[config.mk]
export PLATFORM = sky130hd
export DESIGN_NAME = mxv_tx_scheduler
export DESIGN_NICKNAME = d
export VERILOG_FILES = /design/src/rtl/mxv_tx_scheduler.sv
export SDC_FILE = /design/constraint.sdc
export NUM_CORES = 1
export LEC_CHECK = 0
export ABC_CLOCK_PERIOD_IN_PS = 5500
export CAP_MARGIN = 0
export CORE_MARGIN = 4
export CORE_UTILIZATION = 56
export CTS_CLUSTER_SIZE = 28
export DETAILED_ROUTE_END_ITERATION = 16
export PLACE_DENSITY = 0.83
export SETUP_SLACK_MARGIN = 0.05
export SLEW_MARGIN = 20
export SYNTH_ARGS = -nofsm -noshare
export SYNTH_HDL_FRONTEND = slang
export SYNTH_SLANG_ARGS = --single-unit
[constraint.sdc]
create_clock -name clk -period 5.5 [get_ports clk]
set_input_delay 1.65 -clock clk [delete_from_list [all_inputs] [get_ports clk]]
set_output_delay 1.65 -clock clk [all_outputs]
set_load 0.05 [all_outputs]
[src/rtl/mxv_tx_scheduler.sv]
// Shared UART TX scheduler for the mxv unit: round-robin between result and resend requesters,
// framing FE, L, CMD, payload, EF. Define MXV_TX_CHECKSUM_EN to insert an XOR checksum byte.
module mxv_tx_scheduler #(
  parameter int unsigned DATA_W = 8,
  parameter int unsigned MAX_N  = 8,
  parameter int unsigned ADDR_W = 3
) (
  input  logic              clk,
  input  logic              rst,
  input  logic              i_req_result,
  input  logic              i_req_resend,
  input  logic [3:0]        i_n_size,
  output logic [ADDR_W-1:0] o_rd_addr,
  input  logic [DATA_W-1:0] i_rd_data,
  output logic [DATA_W-1:0] o_tx_data,
  output logic              o_tx_start,
  input  logic              i_tx_done,
  output logic              o_gnt_result,
  output logic              o_gnt_resend,
  output logic              o_busy,
  output logic              o_frame_done
);

  typedef enum logic [2:0] {
    StIdle,
    StGrant,
    StLoad,
    StFetch,
    StStart,
    StWait,
    StDone
  } state_e;

  localparam logic [DATA_W-1:0] SOF        = DATA_W'(8'hFE);
  localparam logic [DATA_W-1:0] EOF        = DATA_W'(8'hEF);
  localparam logic [DATA_W-1:0] CMD_RESULT = DATA_W'(8'h04);
  localparam logic [DATA_W-1:0] CMD_RESEND = DATA_W'(8'h05);
  localparam logic [3:0]        N_MAX      = 4'(MAX_N);
`ifdef MXV_TX_CHECKSUM_EN
  localparam logic [4:0]        LAST_OFF   = 5'd4;
  localparam logic [DATA_W-1:0] LEN_OFF    = DATA_W'(2);
`else
  localparam logic [4:0]        LAST_OFF   = 5'd3;
  localparam logic [DATA_W-1:0] LEN_OFF    = DATA_W'(1);
`endif

  state_e              r_state;
  state_e              w_state_d;
  logic                r_pend_result;
  logic                r_pend_resend;
  logic                r_last_grant;  // 0: result, 1: resend
  logic                r_cur;         // frame in flight, same encoding
  logic [3:0]          r_n_lat;
  logic [4:0]          r_idx;
  logic [DATA_W-1:0]   r_tx_data;
  logic [ADDR_W-1:0]   r_rd_addr;

  logic                w_pick_resend;
  logic                w_clr_result;
  logic                w_clr_resend;
  logic [3:0]          w_n_clamp;
  logic [4:0]          w_last_idx;
  logic                w_is_pay;
  logic [DATA_W-1:0]   w_cmd;
  logic [DATA_W-1:0]   w_len;
  logic [DATA_W-1:0]   w_hdr_byte;

  // Tie goes to whichever side was not granted last.
  assign w_pick_resend = r_pend_resend & (~r_pend_result | ~r_last_grant);
  assign w_clr_result  = (r_state == StGrant) & ~r_cur;
  assign w_clr_resend  = (r_state == StGrant) & r_cur;
  assign w_n_clamp     = (i_n_size > N_MAX) ? N_MAX : i_n_size;
  assign w_last_idx    = 5'(r_n_lat) + LAST_OFF;
  assign w_is_pay      = (r_idx >= 5'd3) && (r_idx < 5'(r_n_lat) + 5'd3);
  assign w_cmd         = r_cur ? CMD_RESEND : CMD_RESULT;
  assign w_len         = DATA_W'(r_n_lat) + LEN_OFF;

`ifdef MXV_TX_CHECKSUM_EN
  logic [DATA_W-1:0] r_csum;

  always_ff @(posedge clk or negedge rst) begin
    if (!rst) begin
      r_csum <= '0;
    end else if (r_state == StGrant) begin
      r_csum <= w_cmd;
    end else if (r_state == StStart && w_is_pay) begin
      r_csum <= r_csum ^ i_rd_data;
    end
  end
`endif

  always_comb begin
    w_hdr_byte = EOF;
    if (r_idx == 5'd0) begin
      w_hdr_byte = SOF;
    end else if (r_idx == 5'd1) begin
      w_hdr_byte = w_len;
    end else if (r_idx == 5'd2) begin
      w_hdr_byte = w_cmd;
`ifdef MXV_TX_CHECKSUM_EN
    end else if (r_idx == w_last_idx - 5'd1) begin
      w_hdr_byte = r_csum;
`endif
    end
  end

  always_comb begin
    w_state_d = r_state;
    unique case (r_state)
      StIdle:  if (r_pend_result || r_pend_resend) w_state_d = StGrant;
      StGrant: w_state_d = StLoad;
      StLoad:  w_state_d = w_is_pay ? StFetch : StStart;
      StFetch: w_state_d = StStart;
      StStart: w_state_d = StWait;
      StWait:  if (i_tx_done) w_state_d = (r_idx == w_last_idx) ? StDone : StLoad;
      StDone:  w_state_d = StIdle;
      default: w_state_d = StIdle;
    endcase
  end

  always_ff @(posedge clk or negedge rst) begin
    if (!rst) begin
      r_state       <= StIdle;
      r_pend_result <= 1'b0;
      r_pend_resend <= 1'b0;
      r_last_grant  <= 1'b0;
      r_cur         <= 1'b0;
      r_n_lat       <= '0;
      r_idx         <= '0;
      r_tx_data     <= '0;
      r_rd_addr     <= '0;
    end else begin
      r_state       <= w_state_d;
      // A request arriving in the grant cycle stays queued.
      r_pend_result <= i_req_result | (r_pend_result & ~w_clr_result);
      r_pend_resend <= i_req_resend | (r_pend_resend & ~w_clr_resend);
      case (r_state)
        StIdle: r_cur <= w_pick_resend;
        StGrant: begin
          r_last_grant <= r_cur;
          r_n_lat      <= w_n_clamp;
          r_idx        <= '0;
        end
        StLoad: begin
          if (w_is_pay) r_rd_addr <= ADDR_W'(r_idx - 5'd3);
          else          r_tx_data <= w_hdr_byte;
        end
        StStart: if (w_is_pay) r_tx_data <= i_rd_data;
        StWait:  if (i_tx_done && r_idx != w_last_idx) r_idx <= r_idx + 5'd1;
        default: ;
      endcase
    end
  end

  // RAM data arrives in START; bypass it so tx_data is valid alongside tx_start.
  assign o_tx_data    = (r_state == StStart && w_is_pay) ? i_rd_data : r_tx_data;
  assign o_rd_addr    = r_rd_addr;
  assign o_tx_start   = (r_state == StStart);
  assign o_gnt_result = (r_state == StGrant) & ~r_cur;
  assign o_gnt_resend = (r_state == StGrant) & r_cur;
  assign o_busy       = (r_state != StIdle) && (r_state != StDone);
  assign o_frame_done = (r_state == StDone);

endmodule

==> impl.org <==
** Routing
- After detailed routing, the number of remaining DRC violations is 0.
- Dividing the detail-routed via count by the number of cells gives 5.79.
- Total wire length after detailed routing :: 3620 um
- WL/cell :: 15.3 um
- Vias :: 1,372
- Initial DRT Pass Iterations :: 4
- The detailed router finished its first iteration with 38 violations.
- In this run the remaining antenna-violating nets after routing total 0.

** Final layout
- In the final design database the tool counted 235 nets.
- Relative to the synthesized area, the layout overhead comes to 21.7%.
- In the final layout, the share of cells above drive strength 1 is 11.2%.
- Once layout is complete, the cells apart from fillers number 237.
- The number of antenna diodes in the final layout is 0.

** Place
- Detail Placement HPWL :: 2850 um
- Worst slack after detailed placement :: 0.503 ns
- Including well taps, the total number of placed cells is 233.
- Buffers placed on the I/O ports in this run total 32.
- At the end of routability-driven placement, the weighted congestion stood at 0.924.

** CTS
- Clock tree root buffer cell :: sky130_fd_sc_hd__clkbuf_4
- CTS built an H-tree with a depth of 1.
- CTS tree :: yes
- In this run, post-CTS hold repair placed 0 buffers.
- In this run, CTS created clock tree buffers numbering 3.
- After clock tree synthesis, the clock-pin slew on the worst setup and hold paths is 0.14 ns.
- Clock sink total :: 27
- For the worst-skew pair, the clock arrives at the later sink with an insertion delay of 0.31 ns.
- Post-CTS Setup Bufs :: 0
- Largest buffer count on any clock path :: 2
- Gates resized during post-CTS repair numbered 0.

** Worst hold path
- Hold path endpoint :: r_last_grant
- Worst min-delay path class :: flop to flop
- Hold Path Stages :: 2
- The worst hold path begins at r_last_grant.

** Outcome
- Result of the run :: completed

** Synthesis
- Post-synthesis async set-or-reset flop share :: 100%
- Summing the sequential cell areas from Yosys gives 39.1% of the chip area.
- Post-synthesis instance area :: 1730 um2
- YS warnings :: 0
- Synthesized area per cell :: 9.93 um2
- Counting distinct cell types in the post-synthesis netlist gives 44.
- Synth Net Count :: 202
- Synthesis inferred 27 register bits.
- The most used flip-flop cell after synthesis is sky130_fd_sc_hd__dfrtp_1.
- Count of mapped cells out of synthesis :: 174
- The synthesized design contains 0 enable-type register cells.

** STA
- Maximum clock frequency :: 190 MHz
- Across the routed clock network, the largest skew measured is 0.00971 ns.
- Slew of the pin with the lowest slew margin :: 0.747 ns
- Setup repair after global routing left no endpoint under its margin.
- The worst path needs 5.27 ns of the cycle, external delays included.
- Worst slew margin relative to its limit :: 50.2%
- Final setup TNS :: 0 ns
- Setup slack on the critical path of the routed design comes to 0.226 ns.
- The number of hold violations in the final report came to 0.
- Share of the cycle needed by the critical path after routing :: 95.9%
- Count of endpoints failing setup in the final report :: 0
- Final Slew Violations :: 0

** Floorplanning
- Measured along the x axis, the die boundary spans 63.5 um.
- The floorplan step defined a die boundary enclosing 4040 um2.
- Row generation in the floorplan step produced 19 rows.
- Top Ports :: 33
- Effective utilization at floorplan :: 60.6%
- Area of the placeable core :: 2850 um2
- Die span in y :: 63.5 um

** Global route
- Total global-route track usage :: 19.1%
- Antenna violations before repair :: 0
- Total congestion overflow :: 0
- Global-route wire length before repair :: 6270 um
- The via count of the first global-routing pass is 1,426.
- Entering global routing, the biggest net connects 28 pins.

** Run
- Max Cap Viol :: 0

** Critical path
- In this run the critical register-to-register path is launched from r_n_lat[0].
- The endpoint identified for the worst register-to-register timing path is r_tx_data[4].
- Beginning of the critical path :: r_n_lat[0]
- CP arrival :: 3.62 ns
- Setup CP Type :: flop to output pin
- Number of cells traversed by the worst register-to-register path :: 9
- The critical path contains buffers and inverters numbering 2 combined.
- Counting stages on the worst path, the most repeated cell is sky130_fd_sc_hd__ha_1.
- Largest delay share family, worst path :: buffers and inverters
- Along the worst path, the maximum fanout reaches 8.
- In this run the register-to-register setup slack is 2.62 ns.
- Critical path endpoint category :: output pin
- The largest single stage delay on the critical path is 0.70 ns.
- Element type at the critical path start :: flop
- Cell Chain, Critical Path :: inv_1, ha_1, nand3b_1, ha_1, a21oi_1, o21ai_2, a211oi_2, and2_2, mux2_2, clkdlybuf4s50_1
- Required @ worst endpoint :: 3.85 ns
- On the critical path, the stage with the largest delay is an instance of sky130_fd_sc_hd__clkdlybuf4s50_1.

** Power and ir drop
- VDD sags by at most 310 uV.
- In this run the static leakage power is 0.903 nW.
- Pwr dens :: 488 nW/um2
-- report_power, final --
| part | internal [mW] | leakage, nW | total [mW] | switching [mW] |
|---|---|---|---|---|
| sequential | 0.262 | 0.322 | 0.343 | 0.0806 |
| clock | 0.0283 | 0.0150 | 0.0821 | 0.0538 |
| combinational | 0.238 | 0.566 | 0.600 | 0.362 |
| total | 0.529 | 0.903 | 1.02 | 0.496 |
-- layer usage --
metal | share of wire (%) | routed length, um | GRT usage, % | vias up
li1 | - | - | - | 674
met1 | 43 | 1540 | 23.0 | 661
met2 | 53 | 1920 | 34.8 | 35
met3 | 4.1 | 148 | 2.31 | 2
met4 | 0.44 | 16 | 6.20 | 0
met5 | 0 | 0 | 0 | -
-- layout by cell type, fill, tap and decap left out, types with 2 or more instances in the layout --
cell                              instances
sky130_fd_sc_hd__clkdlybuf4s50_1         32
sky130_fd_sc_hd__dfrtp_1                 27
sky130_fd_sc_hd__inv_1                   15
sky130_fd_sc_hd__nand2_1                 15
sky130_fd_sc_hd__o21ai_0                 14
sky130_fd_sc_hd__ha_1                    11
sky130_fd_sc_hd__nor2_1                   9
sky130_fd_sc_hd__mux2_2                   7
sky130_fd_sc_hd__nand3_1                  7
sky130_fd_sc_hd__mux2i_1                  7
sky130_fd_sc_hd__nand2b_1                 5
sky130_fd_sc_hd__mux2_1                   4
sky130_fd_sc_hd__o22ai_1                  4
sky130_fd_sc_hd__xor2_1                   3
sky130_fd_sc_hd__nand3b_1                 3
sky130_fd_sc_hd__a21oi_1                  3
sky130_fd_sc_hd__xnor2_1                  3
sky130_fd_sc_hd__clkbuf_4                 3
sky130_fd_sc_hd__nand4_1                  2
sky130_fd_sc_hd__nor3_1                   2
sky130_fd_sc_hd__mux2_4                   2
sky130_fd_sc_hd__nor3b_1                  2
sky130_fd_sc_hd__nor2b_1                  2
sky130_fd_sc_hd__o21bai_1                 2
-- cells by family (layout without fill, tap and decap cells) --
kind of cell	Yosys count	in the layout	share of synthesized area [%]
AO/OA/AOI/OAI	34	34	13.8
XOR/XNOR	6	6	3.04
AND/OR/NAND/NOR	55	55	17.5
flip-flops	27	27	39.1
adder cells (fa/ha/maj)	11	11	7.97
buffers and inverters	20	52	4.42
multiplexers	21	21	14.3
-- cells in the mapped netlist (2+ instances only) --
cell type                  count  area share (%)
sky130_fd_sc_hd__nor2b_1       2            0.72
sky130_fd_sc_hd__nand3b_1      3             1.3
sky130_fd_sc_hd__nor3b_1       2            0.87
sky130_fd_sc_hd__nor3_1        2            0.58
sky130_fd_sc_hd__mux2_1        4             2.6
sky130_fd_sc_hd__o22ai_1       4             1.4
sky130_fd_sc_hd__xnor2_1       3             1.5
sky130_fd_sc_hd__o21ai_0      14             4.1
sky130_fd_sc_hd__nand3_1       7             2.0
sky130_fd_sc_hd__nand2_1      15             3.3
sky130_fd_sc_hd__o21bai_1      2            0.87
sky130_fd_sc_hd__inv_1        15             3.3
sky130_fd_sc_hd__nand2b_1      5             1.8
sky130_fd_sc_hd__clkbuf_1      4            0.87
sky130_fd_sc_hd__xor2_1        3             1.5
sky130_fd_sc_hd__dfrtp_1      27              39
sky130_fd_sc_hd__nand4_1       2            0.72
sky130_fd_sc_hd__mux2i_1       7             4.1
sky130_fd_sc_hd__nor2_1        9             2.0
sky130_fd_sc_hd__a21oi_1       3            0.87
sky130_fd_sc_hd__mux2_4        2             1.7
sky130_fd_sc_hd__mux2_2        7             4.6
sky130_fd_sc_hd__ha_1         11             8.0
-- flip-flops by register name, indices dropped and copies added, names as in the netlist --
signal         cells
o_rd_addr          3
r_pend_result      1
r_idx              5
r_tx_data          8
r_state            3
r_cur              1
r_n_lat            4
r_last_grant       1
r_pend_resend      1
-- per-stage QoR --
stage / hold slack (ns) / power [mW] / cell area (um2) / utilization [%]
after global placement: 0.462 / 0.929 / 2070 / 72.7
final: 0.508 / 1.03 / 2100 / 73.7
after floorplan: 0.446 / 0.775 / 1730 / -
after detailed placement: 0.476 / 0.946 / 2070 / 72.7
after global routing: 0.545 / 1.11 / 2100 / 73.7
after CTS: 0.509 / 1.03 / 2100 / 73.6
-- worst max path at each step --
stage	to	slack, ns	depth (start not counted)
2_1_floorplan	o_tx_data[7]	1.27	10
3_3_place_gp	o_tx_data[2]	0.61	10
3_5_place_dp	o_tx_data[4]	0.50	10
4_1_cts	o_tx_data[4]	0.11	10
5_1_grt	o_tx_data[4]	0.06	10
6_report	o_tx_data[4]	0.23	10
-- cell type report --
cell class	count	area, um2
multi-input cells	127	977
fillers	209	751
flip-flops and latches	27	676
repair buffers	33	328
inverters	15	56.3
well taps	31	38.8
clock buffers	4	26.3
-- tightest hold or removal path, cell delays in order (launching register included) --
cell and delay, ns:
sky130_fd_sc_hd__dfrtp_1 0.37, sky130_fd_sc_hd__nand2_1 0.05, sky130_fd_sc_hd__nand2_1 0.06
No activity file was read; power rests on OpenSTA's default activity.
